`config.mk`:
```
export PLATFORM = sky130hd
export DESIGN_NAME = aes_sched_flat
export DESIGN_NICKNAME = d
export VERILOG_FILES = /design/src/rtl/aes_sched_pkg.sv /design/src/rtl/aes_sched_if.sv /design/src/rtl/aes_sched_rr_arbiter.sv /design/src/rtl/aes_sched.sv /design/src/flat_wrapper.sv
export SDC_FILE = /design/constraint.sdc
export NUM_CORES = 1
export LEC_CHECK = 0
export BUFFER_PORTS_ARGS = -buffer_cell sky130_fd_sc_hd__buf_2
export CORE_AREA = 8 8 401 403
export CTS_CLUSTER_DIAMETER = 50
export DETAILED_ROUTE_END_ITERATION = 6
export DIE_AREA = 0 0 409 411
export SYNTH_ARGS = -nofsm -noshare
export SYNTH_HDL_FRONTEND = slang
export SYNTH_SLANG_ARGS = --single-unit
```
`constraint.sdc`:
```
create_clock -name clk -period 3.1 [get_ports clk]
set_clock_uncertainty 0.1 [all_clocks]
set_input_delay 0.62 -clock clk [delete_from_list [all_inputs] [get_ports clk]]
set_output_delay 0.62 -clock clk [all_outputs]
set_load 0.02 [all_outputs]
```
`src/rtl/aes_sched_pkg.sv`:
```
// Shared types and constants for the AES core scheduler.
// Holds the FSM state type, FIPS-197 reference vectors and the core latency helper.
package aes_sched_pkg;

  localparam int unsigned BLK_W = 128;

  typedef enum logic [1:0] {IDLE, LOAD, RUN, HOLD} sched_state_t;

  localparam logic [BLK_W-1:0] FIPS_KEY128 = 128'h000102030405060708090a0b0c0d0e0f;
  localparam logic [BLK_W-1:0] FIPS_PT     = 128'h00112233445566778899aabbccddeeff;
  localparam logic [BLK_W-1:0] FIPS_CT128  = 128'h69c4e0d86a7b0430d8cdb78070b4c55a;

  // RUN cycles the core needs before done: 10/12/14 encrypt, doubled for decrypt.
  function automatic int unsigned core_cycles(int unsigned k, logic dir);
    int unsigned n;
    n = 10 + (k - 128) / 32;
    return dir ? 2 * n : n;
  endfunction

endpackage

```
`src/rtl/aes_sched_if.sv`:
```
// Requester-side request/response bus of the AES scheduler.
interface aes_sched_if
  import aes_sched_pkg::*;
#(
  parameter int unsigned K    = 128,
  parameter int unsigned NREQ = 2
);
  logic [NREQ-1:0]       req_valid;
  logic [NREQ-1:0]       req_ready;
  logic [NREQ*K-1:0]     req_key;
  logic [NREQ*BLK_W-1:0] req_msg;
  logic [NREQ-1:0]       req_dir;
  logic [NREQ-1:0]       rsp_valid;
  logic [NREQ-1:0]       rsp_ready;
  logic [BLK_W-1:0]      rsp_data;
  logic                  rsp_err;

  modport master (
    output req_valid, req_key, req_msg, req_dir, rsp_ready,
    input  req_ready, rsp_valid, rsp_data, rsp_err
  );

  modport slave (
    input  req_valid, req_key, req_msg, req_dir, rsp_ready,
    output req_ready, rsp_valid, rsp_data, rsp_err
  );
endinterface

```
`src/rtl/aes_sched_rr_arbiter.sv`:
```
// Combinational round-robin arbiter: first requester at or after ptr, wrapping.
module rr_arbiter #(
  parameter  int unsigned NREQ  = 2,
  localparam int unsigned IDX_W = (NREQ > 1) ? $clog2(NREQ) : 1
) (
  input  logic [NREQ-1:0]  req,
  input  logic [IDX_W-1:0] ptr,
  input  logic             en,
  output logic [NREQ-1:0]  grant,
  output logic [IDX_W-1:0] idx,
  output logic             any
);
  logic [IDX_W-1:0] cand;

  always_comb begin
    grant = '0;
    idx   = '0;
    any   = 1'b0;
    cand  = '0;
    for (int unsigned i = 0; i < NREQ; i++) begin
      cand = IDX_W'((32'(ptr) + i) % NREQ);
      if (en && !any && req[cand]) begin
        any         = 1'b1;
        idx         = cand;
        grant[cand] = 1'b1;
      end
    end
  end
endmodule

```
`src/rtl/aes_sched.sv`:
```
// Shares one AES core among NREQ requesters: grant, load, run with timeout,
// then hold the result for the owning requester until it is accepted.
module aes_sched
  import aes_sched_pkg::*;
#(
  parameter int unsigned K       = 128,
  parameter int unsigned NREQ    = 2,
  parameter int unsigned LOADCYC = 2,
  parameter int unsigned TIMEOUT = 63
) (
  input  logic             clk,
  input  logic             reset,
  aes_sched_if.slave       bus,
  output logic             core_ce,
  output logic             core_dir,
  output logic [K-1:0]     core_key,
  output logic [BLK_W-1:0] core_msg,
  input  logic             core_done,
  input  logic [BLK_W-1:0] core_translated
);
  localparam int unsigned IDX_W = (NREQ > 1) ? $clog2(NREQ) : 1;
  localparam int unsigned LC_W  = (LOADCYC > 1) ? $clog2(LOADCYC) : 1;
  localparam int unsigned RC_W  = $clog2(TIMEOUT + 1);

  sched_state_t     state_q, state_d;
  logic [IDX_W-1:0] ptr_q, ptr_d;
  logic [IDX_W-1:0] owner_q, owner_d;
  logic [LC_W-1:0]  load_cnt_q, load_cnt_d;
  logic [RC_W-1:0]  run_cnt_q, run_cnt_d;
  logic             core_ce_q, core_ce_d;
  logic             core_dir_q, core_dir_d;
  logic [K-1:0]     core_key_q, core_key_d;
  logic [BLK_W-1:0] core_msg_q, core_msg_d;
  logic [NREQ-1:0]  rsp_valid_q, rsp_valid_d;
  logic [BLK_W-1:0] rsp_data_q, rsp_data_d;
  logic             rsp_err_q, rsp_err_d;

  logic [NREQ-1:0]  gnt_oh;
  logic [IDX_W-1:0] gnt_idx;
  logic             gnt_any;

  rr_arbiter #(.NREQ(NREQ)) u_arb (
    .req   (bus.req_valid),
    .ptr   (ptr_q),
    .en    (state_q == IDLE),
    .grant (gnt_oh),
    .idx   (gnt_idx),
    .any   (gnt_any)
  );

  // Next-state and register updates; core_done is only looked at in RUN.
  always_comb begin
    state_d     = state_q;
    ptr_d       = ptr_q;
    owner_d     = owner_q;
    load_cnt_d  = load_cnt_q;
    run_cnt_d   = run_cnt_q;
    core_ce_d   = core_ce_q;
    core_dir_d  = core_dir_q;
    core_key_d  = core_key_q;
    core_msg_d  = core_msg_q;
    rsp_valid_d = rsp_valid_q;
    rsp_data_d  = rsp_data_q;
    rsp_err_d   = rsp_err_q;
    case (state_q)
      IDLE: begin
        if (gnt_any) begin
          core_key_d = bus.req_key[32'(gnt_idx) * K +: K];
          core_msg_d = bus.req_msg[32'(gnt_idx) * BLK_W +: BLK_W];
          core_dir_d = bus.req_dir[gnt_idx];
          owner_d    = gnt_idx;
          ptr_d      = IDX_W'((32'(gnt_idx) + 32'd1) % NREQ);
          load_cnt_d = '0;
          run_cnt_d  = '0;
          core_ce_d  = 1'b1;
          state_d    = LOAD;
        end
      end
      LOAD: begin
        load_cnt_d = load_cnt_q + LC_W'(1);
        if (load_cnt_q == LC_W'(LOADCYC - 1)) begin
          core_ce_d = 1'b0;
          run_cnt_d = '0;
          state_d   = RUN;
        end
      end
      RUN: begin
        run_cnt_d = run_cnt_q + RC_W'(1);
        if (core_done) begin
          rsp_data_d           = core_translated;
          rsp_err_d            = 1'b0;
          rsp_valid_d          = '0;
          rsp_valid_d[owner_q] = 1'b1;
          state_d              = HOLD;
        end else if (run_cnt_d == RC_W'(TIMEOUT)) begin
          rsp_data_d           = '0;
          rsp_err_d            = 1'b1;
          rsp_valid_d          = '0;
          rsp_valid_d[owner_q] = 1'b1;
          state_d              = HOLD;
        end
      end
      HOLD: begin
        if (bus.rsp_ready[owner_q]) begin
          rsp_valid_d = '0;
          state_d     = IDLE;
        end
      end
      default: state_d = IDLE;
    endcase
  end

  always_ff @(posedge clk) begin
    if (reset) begin
      state_q     <= IDLE;
      ptr_q       <= '0;
      owner_q     <= '0;
      load_cnt_q  <= '0;
      run_cnt_q   <= '0;
      core_ce_q   <= 1'b0;
      core_dir_q  <= 1'b0;
      core_key_q  <= '0;
      core_msg_q  <= '0;
      rsp_valid_q <= '0;
      rsp_data_q  <= '0;
      rsp_err_q   <= 1'b0;
    end else begin
      state_q     <= state_d;
      ptr_q       <= ptr_d;
      owner_q     <= owner_d;
      load_cnt_q  <= load_cnt_d;
      run_cnt_q   <= run_cnt_d;
      core_ce_q   <= core_ce_d;
      core_dir_q  <= core_dir_d;
      core_key_q  <= core_key_d;
      core_msg_q  <= core_msg_d;
      rsp_valid_q <= rsp_valid_d;
      rsp_data_q  <= rsp_data_d;
      rsp_err_q   <= rsp_err_d;
    end
  end

  assign bus.req_ready = gnt_oh;
  assign bus.rsp_valid = rsp_valid_q;
  assign bus.rsp_data  = rsp_data_q;
  assign bus.rsp_err   = rsp_err_q;
  assign core_ce       = core_ce_q;
  assign core_dir      = core_dir_q;
  assign core_key      = core_key_q;
  assign core_msg      = core_msg_q;
endmodule

```
`src/flat_wrapper.sv`:
```
// flat-port wrapper written by rule: the top's interface ports become plain ports
module aes_sched_flat import aes_sched_pkg::*;
#(
  parameter int unsigned K       = 128,
  parameter int unsigned NREQ    = 2,
  parameter int unsigned LOADCYC = 2,
  parameter int unsigned TIMEOUT = 63
)
  (clk, reset, core_ce, core_dir, core_key, core_msg, core_done, core_translated, bus_req_valid, bus_req_key, bus_req_msg, bus_req_dir, bus_rsp_ready, bus_req_ready, bus_rsp_valid, bus_rsp_data, bus_rsp_err);
  aes_sched_if #(.K(K), .NREQ(NREQ)) bus_i ();
  input  logic clk;
  input  logic reset;
  output logic core_ce;
  output logic core_dir;
  output logic [K-1:0] core_key;
  output logic [BLK_W-1:0] core_msg;
  input  logic core_done;
  input  logic [BLK_W-1:0] core_translated;
  input wire logic [$bits(bus_i.req_valid)-1:0] bus_req_valid;
  input wire logic [$bits(bus_i.req_key)-1:0] bus_req_key;
  input wire logic [$bits(bus_i.req_msg)-1:0] bus_req_msg;
  input wire logic [$bits(bus_i.req_dir)-1:0] bus_req_dir;
  input wire logic [$bits(bus_i.rsp_ready)-1:0] bus_rsp_ready;
  output wire logic [$bits(bus_i.req_ready)-1:0] bus_req_ready;
  output wire logic [$bits(bus_i.rsp_valid)-1:0] bus_rsp_valid;
  output wire logic [$bits(bus_i.rsp_data)-1:0] bus_rsp_data;
  output wire logic [$bits(bus_i.rsp_err)-1:0] bus_rsp_err;
  assign bus_i.req_valid = bus_req_valid;
  assign bus_i.req_key = bus_req_key;
  assign bus_i.req_msg = bus_req_msg;
  assign bus_i.req_dir = bus_req_dir;
  assign bus_i.rsp_ready = bus_rsp_ready;
  assign bus_req_ready = bus_i.req_ready;
  assign bus_rsp_valid = bus_i.rsp_valid;
  assign bus_rsp_data = bus_i.rsp_data;
  assign bus_rsp_err = bus_i.rsp_err;
  aes_sched #(.K(K), .NREQ(NREQ), .LOADCYC(LOADCYC), .TIMEOUT(TIMEOUT)) u_core (.clk(clk), .reset(reset), .bus(bus_i), .core_ce(core_ce), .core_dir(core_dir), .core_key(core_key), .core_msg(core_msg), .core_done(core_done), .core_translated(core_translated));
endmodule
```
Word-level counts from Yosys, hierarchy flattened:

Index checks and enable logic that the tools add are counted.

* register bits after elaboration: 400
* input port bits: 649
* output and inout bits: 391
* logic and storage cells: 94

* add/sub/neg operators: 4
* magnitude comparators: 7
* eq/ne operators: 8
* shift operators: 2
* mux-type cells: 41
* bitwise logic cells: 1
* reductions and logical operators: 19

Operators with widths (count)
* indexed part select 256 x 9 -> 128 bit: 2
* two-way mux 128 bit: 2
* two-way mux 1 bit: 20
* two-way mux 2 bit: 9
* case mux 6 bit (3 select lines): 1
* two-way mux 6 bit: 2
* AND reduction 3 bit: 3
* less-than comparator 1 x 2 -> 1 bit (second input constant): 4
* case mux 2 bit (4 select lines): 1
* adder 6 x 1 -> 6 bit (second input constant): 1
* == test 6 bit (second input constant): 1
* logical AND 1 bit: 6
* != test 2 x 1 -> 1 bit (second input constant): 3
* AND reduction 2 bit: 3
* nonzero test 2 bit: 3
* == test 2 bit (second input constant): 2
* case mux 1 bit (2 select lines): 2
* case mux 2 bit (2 select lines): 1
* AND reduction 4 bit: 1
* adder 1 bit (second input constant): 3
* demux 1 bit (select 1 bit): 3
* >= comparator 1 bit (second input constant): 3
* != test 3 x 2 -> 1 bit (second input constant): 1
* nonzero test 3 bit: 1
* 4 further kinds: 4

Depth between registers and ports, before layout:

* depth in word-level cells: 10
* gate-level depth with buffers: 8
* depth with buffers taken out: 7

Cells and area by module:

From an unflattened synthesis, not the netlist that was laid out.

* cells, all modules: 1542
* area total of the unflattened synthesis: 15875.2 um2

By module, submodules not included
* aes_sched: instances 1, cells an instance 1535, area each 15841.4 um2
* rr_arbiter: instances 1, cells an instance 7, area each 33.8 um2

Least setup slack after synthesis:

Ideal clock, no wire load.

* path kind: register to output
* start: register u_core.state_q[0]
* end: output port bus_req_ready[0]
* arrival time: 1.377 ns
* data required time: 2.380 ns
* path slack: 1.003 ns
* cell stages (with the launch flop): 6
* path through: dfxtp_1 inv_1 ha_1 nand2_1 a21oi_1 clkbuf_1

* longest elaborated chain between the ends: 7
* elaborated cells between the ends (all ways): 9
* classes of those cells: 3 x mux; 1 x bitwise; 5 x reduce/logical

Ends and longest elaborated chain
* from (decl): line aes_sched.sv:25 `sched_state_t state_q, state_d;`
* from (signal assigned): line aes_sched.sv:128 `state_q <= state_d;`
* logical NOT 2 bit *: line aes_sched.sv:45 `.en (state_q == IDLE),`
* logical AND 1 bit: line aes_sched_rr_arbiter.sv:22 `if (en && !any && req[cand]) begin`
* two-way mux 1 bit: line aes_sched_rr_arbiter.sv:22
* logical NOT 1 bit: line aes_sched_rr_arbiter.sv:22
* logical AND 1 bit (2 in series): line aes_sched_rr_arbiter.sv:22
* two-way mux 2 bit *: line aes_sched_rr_arbiter.sv:22
* to (decl): line flat_wrapper.sv:24 `output wire logic [$bits(bus_i.req_ready)-1:0] bus_req_ready;`

Every way passes the cells marked *; elsewhere a longest branch is shown, timed or not.

Final worst setup path:

* start: register u_core.state_q[0]
* end: register u_core.core_msg_q[12] (netlist: u_core.core_msg[12])

* longest elaborated chain between the ends: 8
* elaborated cells between the ends (all ways): 11
* classes of those cells: 1 x shift; 4 x mux; 6 x reduce/logical

Ends and longest elaborated chain
* logical NOT 2 bit *: line aes_sched.sv:45, aes_sched.sv:65
* logical AND 1 bit: line aes_sched_rr_arbiter.sv:22
* two-way mux 1 bit: line aes_sched_rr_arbiter.sv:22
* logical NOT 1 bit: line aes_sched_rr_arbiter.sv:22
* logical AND 1 bit (2 in series): line aes_sched_rr_arbiter.sv:22
* two-way mux 1 bit: line aes_sched_rr_arbiter.sv:22
* indexed part select 256 x 9 -> 128 bit or AND reduction 2 bit (tied branches)
* to (signal assigned): line aes_sched.sv:136 `core_msg_q <= core_msg_d;`
* to (decl): line aes_sched.sv:33 `logic [BLK_W-1:0] core_msg_q, core_msg_d;`

Marks and branches as above.
A chain may end at the register's enable or synchronous reset.

==> key figures <==
Yosys
  – Post-synth EDFFs: 0
  – Synth cell types: 39
  – Share of the synthesized area in the top cell type: 57.7%
  – Post-synthesis area per instance: 10.9 sq um
  – Primary FF master, synth: dfxtp_1
  – Commonest cells in the netlist: dfxtp_1 (400), nor2_1 (267), a222oi_1 (257), a22o_1 (128), clkbuf_1 (117)
  – Post-synth ARST share: 0%
  – Post-synth top area cell: dfxtp_1
  – Cell area after synthesis: 0.0139 sq mm
  – Mapped Nets: 1,924
  – Flops & latches, synth: 400
  – Synth top area cells: dfxtp_1 (58%), a222oi_1 (19%), a22o_1 (8.1%)
  – Syn Inst Count: 1,269
  – Post-synthesis sequential area ratio: 57.7%
  – Top-count cell post-synth: dfxtp_1
  – Yosys warns: 0

Clock tree
  – CTS buffer count: 59
  – Clock Latency Late Sink: 0.62 ns
  – Max Buffers Root-to-Sink: 3
  – Clock sinks: 400
  – H-tree Lvls: 2
  – Reg clk slew, reported paths: 0.06 ns
  – CTS tree: yes
  – Root Buffer: clkbuf_16

Floorplanning
  – Top-level I/O count: 1,040
  – Die Area: 0.168 sq mm
  – Die Wd: 409 um
  – Core Box Area: 0.155 sq mm
  – Die Ht: 411 um
  – Initial Utilization: 8.96%
  – Site Rows: 145

GRT
  – Vias in the first global route: 16,300
  – First-pass GRT wire length: 157 mm
  – Total gr overflow: 0
  – Largest net degree at the start of global routing: 141
  – Initial antenna violation count: 82
  – Total Routing Usage GR: 13.7%

Placement
  – GP Congestion: 0.881
  – Input/output buffers: 1,039
  – Placed Area: 0.0214 sq mm
  – Hpwl dp: 107 mm

Worst hold path
  – Worst Hold Class: input port to flip-flop
  – HP Start: bus_req_msg[5]
  – Hold Crit Depth: 3
  – Min-Delay Endpoint: u_core.core_msg[5]

Power
  – Max VDD drop: 0.436 mV
  – Total Power: 22.3 mW
  – P_int: 13.1 mW
  – Combinational share of power: 37.4%
  – Net Sw Power: 9.24 mW
  – Switching share of power: 41.4%
  – Clock network power share: 31.9%
  – Pleak: 11.2 nW
  – Fraction of power consumed by sequential logic: 30.7%
  – Pwr Density: 907 mW/mm^2

Critical path
  – Crit path kind: flip-flop to flip-flop
  – R2R cell count: 8
  – Flop2flop setup slack: 0.17 ns
  – CP max FO: 120
  – Reg2reg start: u_core.state_q[0]
  – CP Cell Sequence: inv_1 > ha_1 > nand2_1 > a21oi_4 > buf_12 > a222oi_1 > dlygate4sd3_1 > nor2_1
  – Crit Reg-Reg Endpoint: u_core.core_msg[12]
  – CP bufs+invs: 3
  – Crit path max-delay cell type: dlygate4sd3_1
  – Crit end category: flip-flop
  – Delay-heaviest family, CP: buffers and inverters
  – Critical Path RT: 3.64 ns
  – Crit path DAT: 3.47 ns
  – Critical Path Source Type: flip-flop
  – Crit path largest cell delay: 0.62 ns

Final layout
  – Fillcell total: 17,500
  – Fin area: 0.0246 sq mm
  – Nets: 3,011
  – Share of cells above drive strength 1: 49.1%
  – P&R area growth vs syn: 77.7%

STA
  – Worst Tran Pin Value: 0.850 ns
  – Endpoints failing setup: 0
  – Max_slew headroom: 43.3%
  – Final hold viol count: 0
  – Max frequency: 0.341 GHz
  – RSZ-0062 raised after global routing: no
  – Minimum clock period: 2.93 ns
  – Period utilization: 94.5%
  – Slew Limit Fails: 0
  – Setup_tns: 0 ns

Route
  – Drt initial violations: 2,423
  – DRC viols: 104
  – Routed Wire Length: 124 mm
  – Via count: 16,800
  – Vias/cell: 3.74
  – TritonRoute pass-1 iters: 7
  – DR WL/cell: 27.7 um
  – Routed Antenna Nets: 0

Flow run
  – Max-Cap Viols: 0

Run status
  – Status: finished with violations
  – Failing checks: DRC
cells in the final DEF, fill, tap and decap left out, types with 7 or more instances in the layout:
| cell | n |
|---|---|
| a222oi_1 | 257 |
| a22o_1 | 128 |
| buf_12 | 15 |
| buf_2 | 1038 |
| buf_4 | 13 |
| clkbuf_16 | 59 |
| dfxtp_1 | 400 |
| diode_2 | 17 |
| dlygate4sd3_1 | 101 |
| inv_1 | 11 |
| inv_6 | 7 |
| inv_8 | 8 |
| nor2_1 | 267 |
worst max-delay path by stage:
stage | start | slack (ns) | endpoint | cells past startpoint
CTS | u_core.state_q[0] | 0.06 | bus_req_ready[1] | 5
finish | u_core.state_q[0] | 0.17 | u_core.core_msg[12] | 8
global route | u_core.state_q[0] | 0.06 | u_core.core_msg[12] | 8
floorplan | u_core.state_q[0] | 1.00 | bus_req_ready[0] | 5
detailed placement | bus_req_valid[1] | 0.65 | u_core.core_key[83] | 7
global placement | bus_req_valid[1] | 0.72 | u_core.core_key[103] | 7
through the flow:
step | utilization, % | setup WS (ns) | instances | hold WS [ns]
after global placement | 13.9 | 0.718 | 4249 | 0.341
after global routing | 15.9 | 0.0593 | 4468 | 0.0248
after CTS | 15.9 | 0.0576 | 4459 | 0.0000120
final | 15.9 | 0.170 | 4479 | 0.0790
after detailed placement | 13.9 | 0.654 | 4249 | 0.359
after floorplan | - | 1.00 | 1269 | 0.336
worst reg2reg max path: stages, from the launching register on:
cell,delay [ns]
dfxtp_1,0.33
inv_1,0.11
ha_1,0.36
nand2_1,0.15
a21oi_4,0.31
buf_12,0.35
a222oi_1,0.53
dlygate4sd3_1,0.62
nor2_1,0.09
power by group through the flow:
stage               combinational (mW)  clock [mW]  sequential, mW
floorplan                         3.17           0            7.94
global placement                  8.19           0            6.90
detailed placement                8.25           0            6.93
CTS                               8.46        7.38            6.84
global route                      8.93        7.55            6.97
finish                            8.35        7.13            6.87
layer usage:
layer,up-vias,share of wire [%],GRT usage [%]
met5,-,0.022,0
met4,4,4.8,5.54
met3,256,14,7.92
met2,1175,43,21.0
met1,8002,38,15.6
li1,7315,-,-
flip-flops by register name (all words and copies together), names as in the netlist:
signal,count
u_core.bus.rsp_data,128
u_core.core_key,128
u_core.core_msg,128
u_core.run_cnt_q,6
u_core.bus.rsp_valid,2
u_core.state_q,2
u_core.bus.rsp_err,1
u_core.core_ce,1
u_core.core_dir,1
u_core.load_cnt_q,1
u_core.owner_q,1
u_core.ptr_q,1
kinds of logic (layout without fill, tap and decap cells):
logic type                 Yosys count  count (layout)  share of synthesized area [%]
AOI/OAI and AO/OA                  414             414                           28.3
xor gates and xnor gates             2               2                          0.126
adders and majority gates            6               6                          0.541
buffers and inverters              155            1290                           4.99
DFF                                400             400                           57.7
muxes                                2               2                          0.144
other                                0              17                              0
and+or+nand+nor                    290             290                           8.22
cell type report:
cell class,count,area (sq um),area share [%]
well taps,2058,2570,10.4
multi-input cells,714,5220,21.2
diodes,17,42.5,0.173
clock inverters,40,543,2.20
clock buffers,69,1570,6.39
repair buffers,1169,6650,27.0
flip-flops and latches,400,8010,32.5
inverters,12,45.0,0.183
repair_timing:
item,in CTS,in global routing
hold endpoints to repair,97,0
resized for setup,0,1
hold buffers,101,0
setup endpoints to repair,0,5
buffers inserted,0,3
Power figures use the tool's default switching activity.
